$ cat config.mk
export PLATFORM = sky130hd
export DESIGN_NAME = hazard_unit_mc_flat
export DESIGN_NICKNAME = d
export VERILOG_FILES = /design/src/rtl/mips_hazard_pkg.sv /design/src/rtl/hazard_unit_mc_if.sv /design/src/rtl/hazard_unit_mc_div_fsm.sv /design/src/rtl/hazard_unit_mc.sv /design/src/flat_wrapper.sv
export SDC_FILE = /design/constraint.sdc
export NUM_CORES = 1
export LEC_CHECK = 0
export CAP_MARGIN = 20
export CELL_PAD_IN_SITES_DETAIL_PLACEMENT = 1
export CELL_PAD_IN_SITES_GLOBAL_PLACEMENT = 2
export CORE_UTILIZATION = 28
export DETAILED_ROUTE_END_ITERATION = 6
export GPL_TIMING_DRIVEN = 0
export HOLD_SLACK_MARGIN = 0.08
export PLACE_DENSITY_LB_ADDON = 0.1
export SLEW_MARGIN = 20
export SYNTH_ARGS = -nofsm -noshare
export SYNTH_HDL_FRONTEND = slang
export SYNTH_SLANG_ARGS = --single-unit
$ cat constraint.sdc
create_clock -name clk -period 6.19 [get_ports clk]
set_input_delay 0.619 -clock clk [delete_from_list [all_inputs] [get_ports clk]]
set_output_delay 0.619 -clock clk [all_outputs]
set_load 0.01 [all_outputs]
$ cat src/rtl/mips_hazard_pkg.sv
// Shared encodings for the MIPS hazard controller.
// Latency: n/a (types and constants only).
// Backpressure: n/a.
//
// FWD_* are the forwardaE/forwardbE mux selects; div_state_t is the
// divider handshake state.
package mips_hazard_pkg;

    localparam logic [1:0] FWD_NONE = 2'b00;
    localparam logic [1:0] FWD_W    = 2'b01;
    localparam logic [1:0] FWD_M    = 2'b10;

    typedef enum logic [1:0] {
        IDLE = 2'd0,
        BUSY = 2'd1,
        DONE = 2'd2
    } div_state_t;

endpackage

$ cat src/rtl/hazard_unit_mc_if.sv
// Pipeline-to-hazard-unit signal bundle: stage register specifiers in, controls out.
// Latency: n/a (wires only).
// Backpressure: n/a; the stall outputs are the pipeline's backpressure.
//
// master: datapath side (drives the stage information, consumes the controls).
// slave : hazard unit side.
interface hazard_unit_mc_if #(
    parameter int REG_AW = 5,
    parameter int CNT_W  = 32
);
    // D stage
    logic [REG_AW-1:0] rsD, rtD;
    logic              branchD, jrD, hilo_readD;
    // E stage
    logic [REG_AW-1:0] rsE, rtE, writeregE;
    logic              regwriteE, memtoregE, div_startE, hilo_writeE;
    // M stage
    logic [REG_AW-1:0] writeregM;
    logic              regwriteM, memtoregM, hilo_writeM, flush_excM;
    // W stage
    logic [REG_AW-1:0] writeregW;
    logic              regwriteW;
    // Controls back to the datapath
    logic              stallF, stallD, stallE;
    logic              flushD, flushE, flushM, flushW;
    logic              forwardaD, forwardbD;
    logic [1:0]        forwardaE, forwardbE;
    logic              div_busy, div_done;
    logic [CNT_W-1:0]  stall_cnt;

    modport master (
        output rsD, rtD, branchD, jrD, hilo_readD,
        output rsE, rtE, writeregE, regwriteE, memtoregE, div_startE, hilo_writeE,
        output writeregM, regwriteM, memtoregM, hilo_writeM, flush_excM,
        output writeregW, regwriteW,
        input  stallF, stallD, stallE, flushD, flushE, flushM, flushW,
        input  forwardaD, forwardbD, forwardaE, forwardbE,
        input  div_busy, div_done, stall_cnt
    );

    modport slave (
        input  rsD, rtD, branchD, jrD, hilo_readD,
        input  rsE, rtE, writeregE, regwriteE, memtoregE, div_startE, hilo_writeE,
        input  writeregM, regwriteM, memtoregM, hilo_writeM, flush_excM,
        input  writeregW, regwriteW,
        output stallF, stallD, stallE, flushD, flushE, flushM, flushW,
        output forwardaD, forwardbD, forwardaE, forwardbE,
        output div_busy, div_done, stall_cnt
    );

endinterface

$ cat src/rtl/hazard_unit_mc_div_fsm.sv
// Multi-cycle divider handshake: counts DIV_CYCLES after start, then pulses done.
// Latency: hold asserted DIV_CYCLES+1 cycles from first start; done one cycle after that.
// Backpressure: hold keeps the divide in E until the DONE cycle; abort drops back to IDLE.
//
// Ports: clk, rst (sync, active-high); start (div in E), abort (exception in M);
//        busy (state != IDLE), done (state == DONE), hold (divide must stay in E).
module div_stall_fsm
    import mips_hazard_pkg::*;
#(
    parameter int DIV_CYCLES = 32
) (
    input  logic clk,
    input  logic rst,
    input  logic start,
    input  logic abort,
    output logic busy,
    output logic done,
    output logic hold
);

    localparam int CW = (DIV_CYCLES > 1) ? $clog2(DIV_CYCLES) : 1;

    div_state_t    state;
    logic [CW-1:0] cnt;

    // busy/done are registered alongside the state so they are glitch-free.
    always_ff @(posedge clk) begin
        if (rst) begin
            state <= IDLE;
            cnt   <= '0;
            busy  <= 1'b0;
            done  <= 1'b0;
        end else if (abort) begin
            // An exception kills the divide outright; no result is written.
            state <= IDLE;
            cnt   <= '0;
            busy  <= 1'b0;
            done  <= 1'b0;
        end else begin
            case (state)
                IDLE: begin
                    if (start) begin
                        state <= BUSY;
                        cnt   <= CW'(DIV_CYCLES - 1);
                        busy  <= 1'b1;
                    end
                end
                BUSY: begin
                    if (cnt == '0) begin
                        state <= DONE;
                        done  <= 1'b1;
                    end else begin
                        cnt <= cnt - 1'b1;
                    end
                end
                DONE: begin
                    state <= IDLE;
                    busy  <= 1'b0;
                    done  <= 1'b0;
                end
                default: begin
                    state <= IDLE;
                    busy  <= 1'b0;
                    done  <= 1'b0;
                end
            endcase
        end
    end

    // The divide is released on the DONE cycle so it leaves E on that edge.
    assign hold = start & (state != DONE);

endmodule

$ cat src/rtl/hazard_unit_mc.sv
// 5-stage MIPS hazard controller: stalls, flushes, forwarding, divider interlock.
// Latency: stall/flush/forward are combinational; divider adds DIV_CYCLES+1 stall cycles.
// Backpressure: asserts stallF/stallD(/stallE) and inserts bubbles via flushE/flushM.
//
// Ports: clk, rst (sync, active-high); hif (slave side of hazard_unit_mc_if).
module hazard_unit_mc
    import mips_hazard_pkg::*;
#(
    parameter int REG_AW     = 5,
    parameter int DIV_CYCLES = 32,
    parameter int CNT_W      = 32,
    parameter bit FWD_WB     = 1'b1
) (
    input  logic                   clk,
    input  logic                   rst,
    hazard_unit_mc_if.slave        hif
);

    localparam logic [REG_AW-1:0] ZERO = '0;

    logic div_busy_q, div_done_q, div_hold;
    logic lwstall, brstall, hilostall;
    logic hit_e, hit_m;
    logic [CNT_W-1:0] stall_cnt_q;

    div_stall_fsm #(.DIV_CYCLES(DIV_CYCLES)) u_div (
        .clk   (clk),
        .rst   (rst),
        .start (hif.div_startE),
        .abort (hif.flush_excM),
        .busy  (div_busy_q),
        .done  (div_done_q),
        .hold  (div_hold)
    );

    // jr only reads rs, so rt participates in the hit only for compare-branches.
    always_comb begin
        hit_e = (hif.rsD == hif.writeregE) | (hif.branchD & (hif.rtD == hif.writeregE));
        hit_m = (hif.rsD == hif.writeregM) | (hif.branchD & (hif.rtD == hif.writeregM));
        lwstall = hif.memtoregE & (hif.writeregE != ZERO) &
                  ((hif.writeregE == hif.rsD) | (hif.writeregE == hif.rtD));
        brstall = (hif.branchD | hif.jrD) &
                  ((hif.regwriteE & (hif.writeregE != ZERO) & hit_e) |
                   (hif.memtoregM & (hif.writeregM != ZERO) & hit_m));
        hilostall = hif.hilo_readD & (hif.hilo_writeE | hif.hilo_writeM);
    end

    always_comb begin
        hif.stallF    = 1'b0;
        hif.stallD    = 1'b0;
        hif.stallE    = 1'b0;
        hif.flushD    = 1'b0;
        hif.flushE    = 1'b0;
        hif.flushM    = 1'b0;
        hif.flushW    = 1'b0;
        hif.forwardaD = (hif.rsD != ZERO) & (hif.rsD == hif.writeregM) & hif.regwriteM;
        hif.forwardbD = (hif.rtD != ZERO) & (hif.rtD == hif.writeregM) & hif.regwriteM;
        hif.forwardaE = FWD_NONE;
        hif.forwardbE = FWD_NONE;

        if (hif.rsE != ZERO && hif.rsE == hif.writeregM && hif.regwriteM)
            hif.forwardaE = FWD_M;
        else if (FWD_WB && hif.rsE != ZERO && hif.rsE == hif.writeregW && hif.regwriteW)
            hif.forwardaE = FWD_W;

        if (hif.rtE != ZERO && hif.rtE == hif.writeregM && hif.regwriteM)
            hif.forwardbE = FWD_M;
        else if (FWD_WB && hif.rtE != ZERO && hif.rtE == hif.writeregW && hif.regwriteW)
            hif.forwardbE = FWD_W;

        if (rst) begin
            hif.flushD    = 1'b1;
            hif.flushE    = 1'b1;
            hif.flushM    = 1'b1;
            hif.flushW    = 1'b1;
            hif.forwardaD = 1'b0;
            hif.forwardbD = 1'b0;
            hif.forwardaE = FWD_NONE;
            hif.forwardbE = FWD_NONE;
        end else if (hif.flush_excM) begin
            hif.flushD = 1'b1;
            hif.flushE = 1'b1;
            hif.flushM = 1'b1;
            hif.flushW = 1'b1;
        end else if (div_hold) begin
            // Whole front end frozen; E/M gets a bubble each held cycle.
            hif.stallF = 1'b1;
            hif.stallD = 1'b1;
            hif.stallE = 1'b1;
            hif.flushM = 1'b1;
        end else if (lwstall | brstall | hilostall) begin
            hif.stallF = 1'b1;
            hif.stallD = 1'b1;
            hif.flushE = 1'b1;
        end
    end

    always_ff @(posedge clk) begin
        if (rst)
            stall_cnt_q <= '0;
        else if (hif.stallF && stall_cnt_q != {CNT_W{1'b1}})
            stall_cnt_q <= stall_cnt_q + 1'b1;
    end

    // Masked during reset so the datapath sees a clean idle divider immediately.
    assign hif.div_busy  = div_busy_q & ~rst;
    assign hif.div_done  = div_done_q & ~rst;
    assign hif.stall_cnt = stall_cnt_q;

endmodule

$ cat src/flat_wrapper.sv
// flat-port wrapper written by rule: the top's interface ports become plain ports
module hazard_unit_mc_flat import mips_hazard_pkg::*;
#(
    parameter int REG_AW     = 5,
    parameter int DIV_CYCLES = 32,
    parameter int CNT_W      = 32,
    parameter bit FWD_WB     = 1'b1
)
  (clk, rst, hif_rsD, hif_rtD, hif_branchD, hif_jrD, hif_hilo_readD, hif_rsE, hif_rtE, hif_writeregE, hif_regwriteE, hif_memtoregE, hif_div_startE, hif_hilo_writeE, hif_writeregM, hif_regwriteM, hif_memtoregM, hif_hilo_writeM, hif_flush_excM, hif_writeregW, hif_regwriteW, hif_stallF, hif_stallD, hif_stallE, hif_flushD, hif_flushE, hif_flushM, hif_flushW, hif_forwardaD, hif_forwardbD, hif_forwardaE, hif_forwardbE, hif_div_busy, hif_div_done, hif_stall_cnt);
  hazard_unit_mc_if #(.REG_AW(REG_AW), .CNT_W(CNT_W)) hif_i ();
  input  logic clk;
  input  logic rst;
  input wire logic [$bits(hif_i.rsD)-1:0] hif_rsD;
  input wire logic [$bits(hif_i.rtD)-1:0] hif_rtD;
  input wire logic [$bits(hif_i.branchD)-1:0] hif_branchD;
  input wire logic [$bits(hif_i.jrD)-1:0] hif_jrD;
  input wire logic [$bits(hif_i.hilo_readD)-1:0] hif_hilo_readD;
  input wire logic [$bits(hif_i.rsE)-1:0] hif_rsE;
  input wire logic [$bits(hif_i.rtE)-1:0] hif_rtE;
  input wire logic [$bits(hif_i.writeregE)-1:0] hif_writeregE;
  input wire logic [$bits(hif_i.regwriteE)-1:0] hif_regwriteE;
  input wire logic [$bits(hif_i.memtoregE)-1:0] hif_memtoregE;
  input wire logic [$bits(hif_i.div_startE)-1:0] hif_div_startE;
  input wire logic [$bits(hif_i.hilo_writeE)-1:0] hif_hilo_writeE;
  input wire logic [$bits(hif_i.writeregM)-1:0] hif_writeregM;
  input wire logic [$bits(hif_i.regwriteM)-1:0] hif_regwriteM;
  input wire logic [$bits(hif_i.memtoregM)-1:0] hif_memtoregM;
  input wire logic [$bits(hif_i.hilo_writeM)-1:0] hif_hilo_writeM;
  input wire logic [$bits(hif_i.flush_excM)-1:0] hif_flush_excM;
  input wire logic [$bits(hif_i.writeregW)-1:0] hif_writeregW;
  input wire logic [$bits(hif_i.regwriteW)-1:0] hif_regwriteW;
  output wire logic [$bits(hif_i.stallF)-1:0] hif_stallF;
  output wire logic [$bits(hif_i.stallD)-1:0] hif_stallD;
  output wire logic [$bits(hif_i.stallE)-1:0] hif_stallE;
  output wire logic [$bits(hif_i.flushD)-1:0] hif_flushD;
  output wire logic [$bits(hif_i.flushE)-1:0] hif_flushE;
  output wire logic [$bits(hif_i.flushM)-1:0] hif_flushM;
  output wire logic [$bits(hif_i.flushW)-1:0] hif_flushW;
  output wire logic [$bits(hif_i.forwardaD)-1:0] hif_forwardaD;
  output wire logic [$bits(hif_i.forwardbD)-1:0] hif_forwardbD;
  output wire logic [$bits(hif_i.forwardaE)-1:0] hif_forwardaE;
  output wire logic [$bits(hif_i.forwardbE)-1:0] hif_forwardbE;
  output wire logic [$bits(hif_i.div_busy)-1:0] hif_div_busy;
  output wire logic [$bits(hif_i.div_done)-1:0] hif_div_done;
  output wire logic [$bits(hif_i.stall_cnt)-1:0] hif_stall_cnt;
  assign hif_i.rsD = hif_rsD;
  assign hif_i.rtD = hif_rtD;
  assign hif_i.branchD = hif_branchD;
  assign hif_i.jrD = hif_jrD;
  assign hif_i.hilo_readD = hif_hilo_readD;
  assign hif_i.rsE = hif_rsE;
  assign hif_i.rtE = hif_rtE;
  assign hif_i.writeregE = hif_writeregE;
  assign hif_i.regwriteE = hif_regwriteE;
  assign hif_i.memtoregE = hif_memtoregE;
  assign hif_i.div_startE = hif_div_startE;
  assign hif_i.hilo_writeE = hif_hilo_writeE;
  assign hif_i.writeregM = hif_writeregM;
  assign hif_i.regwriteM = hif_regwriteM;
  assign hif_i.memtoregM = hif_memtoregM;
  assign hif_i.hilo_writeM = hif_hilo_writeM;
  assign hif_i.flush_excM = hif_flush_excM;
  assign hif_i.writeregW = hif_writeregW;
  assign hif_i.regwriteW = hif_regwriteW;
  assign hif_stallF = hif_i.stallF;
  assign hif_stallD = hif_i.stallD;
  assign hif_stallE = hif_i.stallE;
  assign hif_flushD = hif_i.flushD;
  assign hif_flushE = hif_i.flushE;
  assign hif_flushM = hif_i.flushM;
  assign hif_flushW = hif_i.flushW;
  assign hif_forwardaD = hif_i.forwardaD;
  assign hif_forwardbD = hif_i.forwardbD;
  assign hif_forwardaE = hif_i.forwardaE;
  assign hif_forwardbE = hif_i.forwardbE;
  assign hif_div_busy = hif_i.div_busy;
  assign hif_div_done = hif_i.div_done;
  assign hif_stall_cnt = hif_i.stall_cnt;
  hazard_unit_mc #(.REG_AW(REG_AW), .DIV_CYCLES(DIV_CYCLES), .CNT_W(CNT_W), .FWD_WB(FWD_WB)) u_core (.clk(clk), .rst(rst), .hif(hif_i));
endmodule
==> run summary <==
The worst setup path is launched from a primary input. The number of vias after detailed routing came out at slightly above 3k. The standard cell core area is 9730 µm². The count of mapped cells out of synthesis is between 300 and 400. The number of antenna repair diodes came out at 0.

The area of the die came out at roughly 10000 µm². The worst voltage drop across the vdd grid is between 0.00009 and 0.0001 V. The most instantiated library cell after synthesis is sky130_fd_sc_hd__dfxtp_1. TritonCTS built the clock tree. The cell-internal power came out at approximately 460 µW.

The layout net count is between 400 and 500. The floorplan die width is 102 µm. In the final routed layout, each cell accounts on average for 16.8 µm. Of the available clock period, the critical path in the final layout requires 0.657. The post-layout minimum cycle time is 4.07 ns. The first-pass detailed-route iteration total is 4. The synthesized design spends more area on one cell type than any other, namely sky130_fd_sc_hd__dfxtp_1. The growth of design area from synthesis to finish came out at 42.2%. Buffers added to address setup during post-CTS repair amount to 0.

The share of synthesized flip-flops with an asynchronous set or reset is 0. The first-pass GRT wire length came out at about 15000 µm. The CTS H-tree depth is 2. The count of cell types in the netlist came out at 42.

Of the total power, the clock network draws 0.370. Along the worst path, the maximum fanout reaches 10. The count of endpoints failing setup in the final report came out at 0.

The number of nets produced by synthesis came out at a little under 400. The static leakage power is between 0.001 and 0.0015 µW. Together, buffers and inverters on the worst path number 5.

The mapped netlist covers 2810 µm². The number of global-route vias before repair is between 3k and 4k. The compound-cell area share of the yosys netlist is 0.163. In this run the deepest clock path goes through 2 buffers. The flow ran to the end, and the final reports show no timing, DRC or antenna violations.

The fraction of post-synthesis cell area in the top cell type by area is 0.292. The die is about 100 µm tall. The critical path is of the in2out type. The power density normalized to cell area came out at ~160 nW/µm². Of the total power, the share spent switching nets is 0.270.

The critical path's top delay family is buffers and inverters. The combinational family with the most area after synthesis is simple AND/OR/NAND/NOR gates. The final wirelength is about 9700 µm. Of the post-synthesis cell area, the part taken by muxes is 0.0196.

Of the cells placed in the final design, the portion with a size suffix greater than 1 is 0.0542. The critical path endpoint category is an output pin. The final max-slew violation count came out at 0.

The maximum clock frequency is between 200 and 250 MHz. Using the TritonRoute via totals, the vias-per-cell ratio works out to around 5.3. The final sum of negative setup slack came out at 0 ns.

The remaining antenna violation count after routing came out at 0. The part of the power in registers came out at 0.429. The maximum number of pins on one net before global-route repair came out at 13.

The number of enable-type register cells in the synthesized netlist is 0. Yosys attributes the largest share of cell area to sky130_fd_sc_hd__dfxtp_1 29%, sky130_fd_sc_hd__xnor2_1 7.2%, sky130_fd_sc_hd__xor2_1 6.2%. The overall routing resource usage came out at 0.191. The arrival time at the worst endpoint is roughly 3.5 ns. At the pin with the least slew margin, the transition time is 0.961 ns. The logic gate share of total power came out at 0.202. The cell sitting at the root of the clock tree is a sky130_fd_sc_hd__clkbuf_8.

The insertion delay of the later-clocked pin in the worst-skew pair came out at just over 0.3 ns. The area share of xor/xnor cells in the synthesized design is 0.134. The initial antenna violation count came to 0.

For this design, the slowest cell found on the critical path is sky130_fd_sc_hd__clkdlybuf4s50_1. The number of top-level design ports is 96. The completed layout was analyzed and its total power is about 630 µW. For this design, the sink count on the clock tree is 41. The clock-pin slew on the worst setup and hold paths is ~0.08 ns. The number of buffers inserted for hold repair after clock tree synthesis came out at 0.

Setup repair after global routing left no endpoint under its margin. The dominant register cell in the synthesized netlist is sky130_fd_sc_hd__dfxtp_1. Max-cap violations in this run came to 0. The number of endpoints with negative hold slack in the final report is 0.

The synthesized area divided by synthesized cell count is 8.14 µm². The number of DRC markers after the initial detailed-route iteration is 104. The count of instances resized after the clock tree is built is 0. Traced cell by cell, the critical path runs through clkdlybuf4s50_1, xor2_1, nor3_2, nand3_1, o31ai_1, and4bb_4, buf_2, buf_4, nor2_1, buf_4, clkdlybuf4s50_1.

The critical path's largest stage delay came out at roughly 0.52 ns. The wire-length estimate of the detail-placed layout is 7600 µm. At the end of routability-driven placement, the weighted congestion stood at between 0.8 and 0.9. The count of buffers from port buffering is 90.

Between clock sinks in the finished design, the worst skew comes to 0.0164 ns. The number of buffers created by CTS came out at 5. The residual overflow from global routing is 0. The adder-cell share of the synthesized area came out at 0.0134. The number of DRC violations after detailed routing is 0. The required time at the endpoint of the critical path is 5.57 ns. Of the synthesized area, sequential elements account for 0.292. The starting density of the core came out at 0.289. The min-delay analysis places its worst path in the category reg2reg.

The post-synthesis simple-gate area fraction came out at 0.320. After synthesis, the most frequently instantiated cells are 41 x sky130_fd_sc_hd__dfxtp_1, 25 x sky130_fd_sc_hd__a21oi_1, 23 x sky130_fd_sc_hd__xnor2_1. For this design the total switching power over the nets is around 170 µW. The number of synthesized register bits came out at around 40. The number of rows in the core area is 36. The worst slew margin relative to its limit came out at 0.354. The total number of yosys warnings came out at 0.
-- area by class of cell --
type                       instances  area (µm²)
clock buffer                       7        86.3
multi-input combinational        273        1830
inverter                           7        26.3
clock inverter                     1        30.0
sequential                        41         821
timing repair buffer              90         901
buffer                            24         135
fill                            1177        5740
tap                              133         166
-- sequential cells by signal, indices dropped and copies added, names as in the netlist --
| name | count |
|---|---|
| u_core.u_div.done | 1 |
| u_core.u_div.busy | 1 |
| u_core.u_div.cnt | 5 |
| u_core.u_div.state | 2 |
| u_core.hif.stall_cnt | 32 |
-- per-layer routing --
metal  share of wire  track usage
met1            0.46        0.244
met2            0.48        0.330
met3           0.047       0.0397
met4          0.0088       0.0429
met5               0            0
-- cell families (layout without fill, tap and decap cells) --
kind of cell | after synthesis | after routing
and+or+nand+nor | 154 | 154
muxes | 5 | 5
buffers and inverters | 31 | 129
xor gates and xnor gates | 43 | 43
adders and majority gates | 3 | 3
AOI/OAI and AO/OA | 68 | 68
DFF | 41 | 41
-- metrics by stage --
step	cell area [µm²]	instances	utilization	setup WS, ns	hold WS [ns]
after floorplan	2810	345	-	3.11	0.418
after global placement	3870	568	0.398	2.11	0.447
after detailed placement	3870	568	0.398	2.11	0.454
after CTS	3990	576	0.410	2.11	0.475
after global routing	3990	576	0.410	1.89	0.482
final	3990	576	0.410	2.12	0.463
-- layout by cell type, fill, tap and decap left out, drive strengths merged, types with 2 or more instances in the layout --
master	netlist	final
clkbuf	11	18
nor3	18	18
nand3b	2	2
and4	4	4
and3	10	10
a21o	2	2
xnor2	23	23
o21ai	5	5
o311ai	6	6
a21oi	25	25
nor2	20	20
o41ai	9	9
xor2	20	20
nor4	6	6
o31ai	16	16
nor2b	7	7
or4b	4	4
buf	13	13
inv	6	6
nand3	14	14
mux2	4	4
ha	3	3
or3	3	3
or4	22	22
nand2	22	22
and2	4	4
dfxtp	41	41
clkdlybuf4s50	0	90
nand4	14	14
a211oi	2	2
-- final timing paths --
kind                           start                        to  slack, ns  cells past startpoint
min                u_core.u_div.done         u_core.u_div.done       0.46                      1
max reg2reg  u_core.hif.stall_cnt[8]  u_core.hif.stall_cnt[23]       3.43                      9
min reg2reg        u_core.u_div.done         u_core.u_div.done       0.46                      1
max                       hif_rsD[3]                hif_stallF       2.12                     11
-- power by group through the flow --
stage | registers [µW] | clock network [µW] | logic, µW
finish | 272 | 234 | 128
global route | 272 | 252 | 141
CTS | 272 | 242 | 129
detailed placement | 278 | 0 | 129
global placement | 278 | 0 | 128
floorplan | 277 | 0 | 64.2
(Power assumes the default switching activity.)
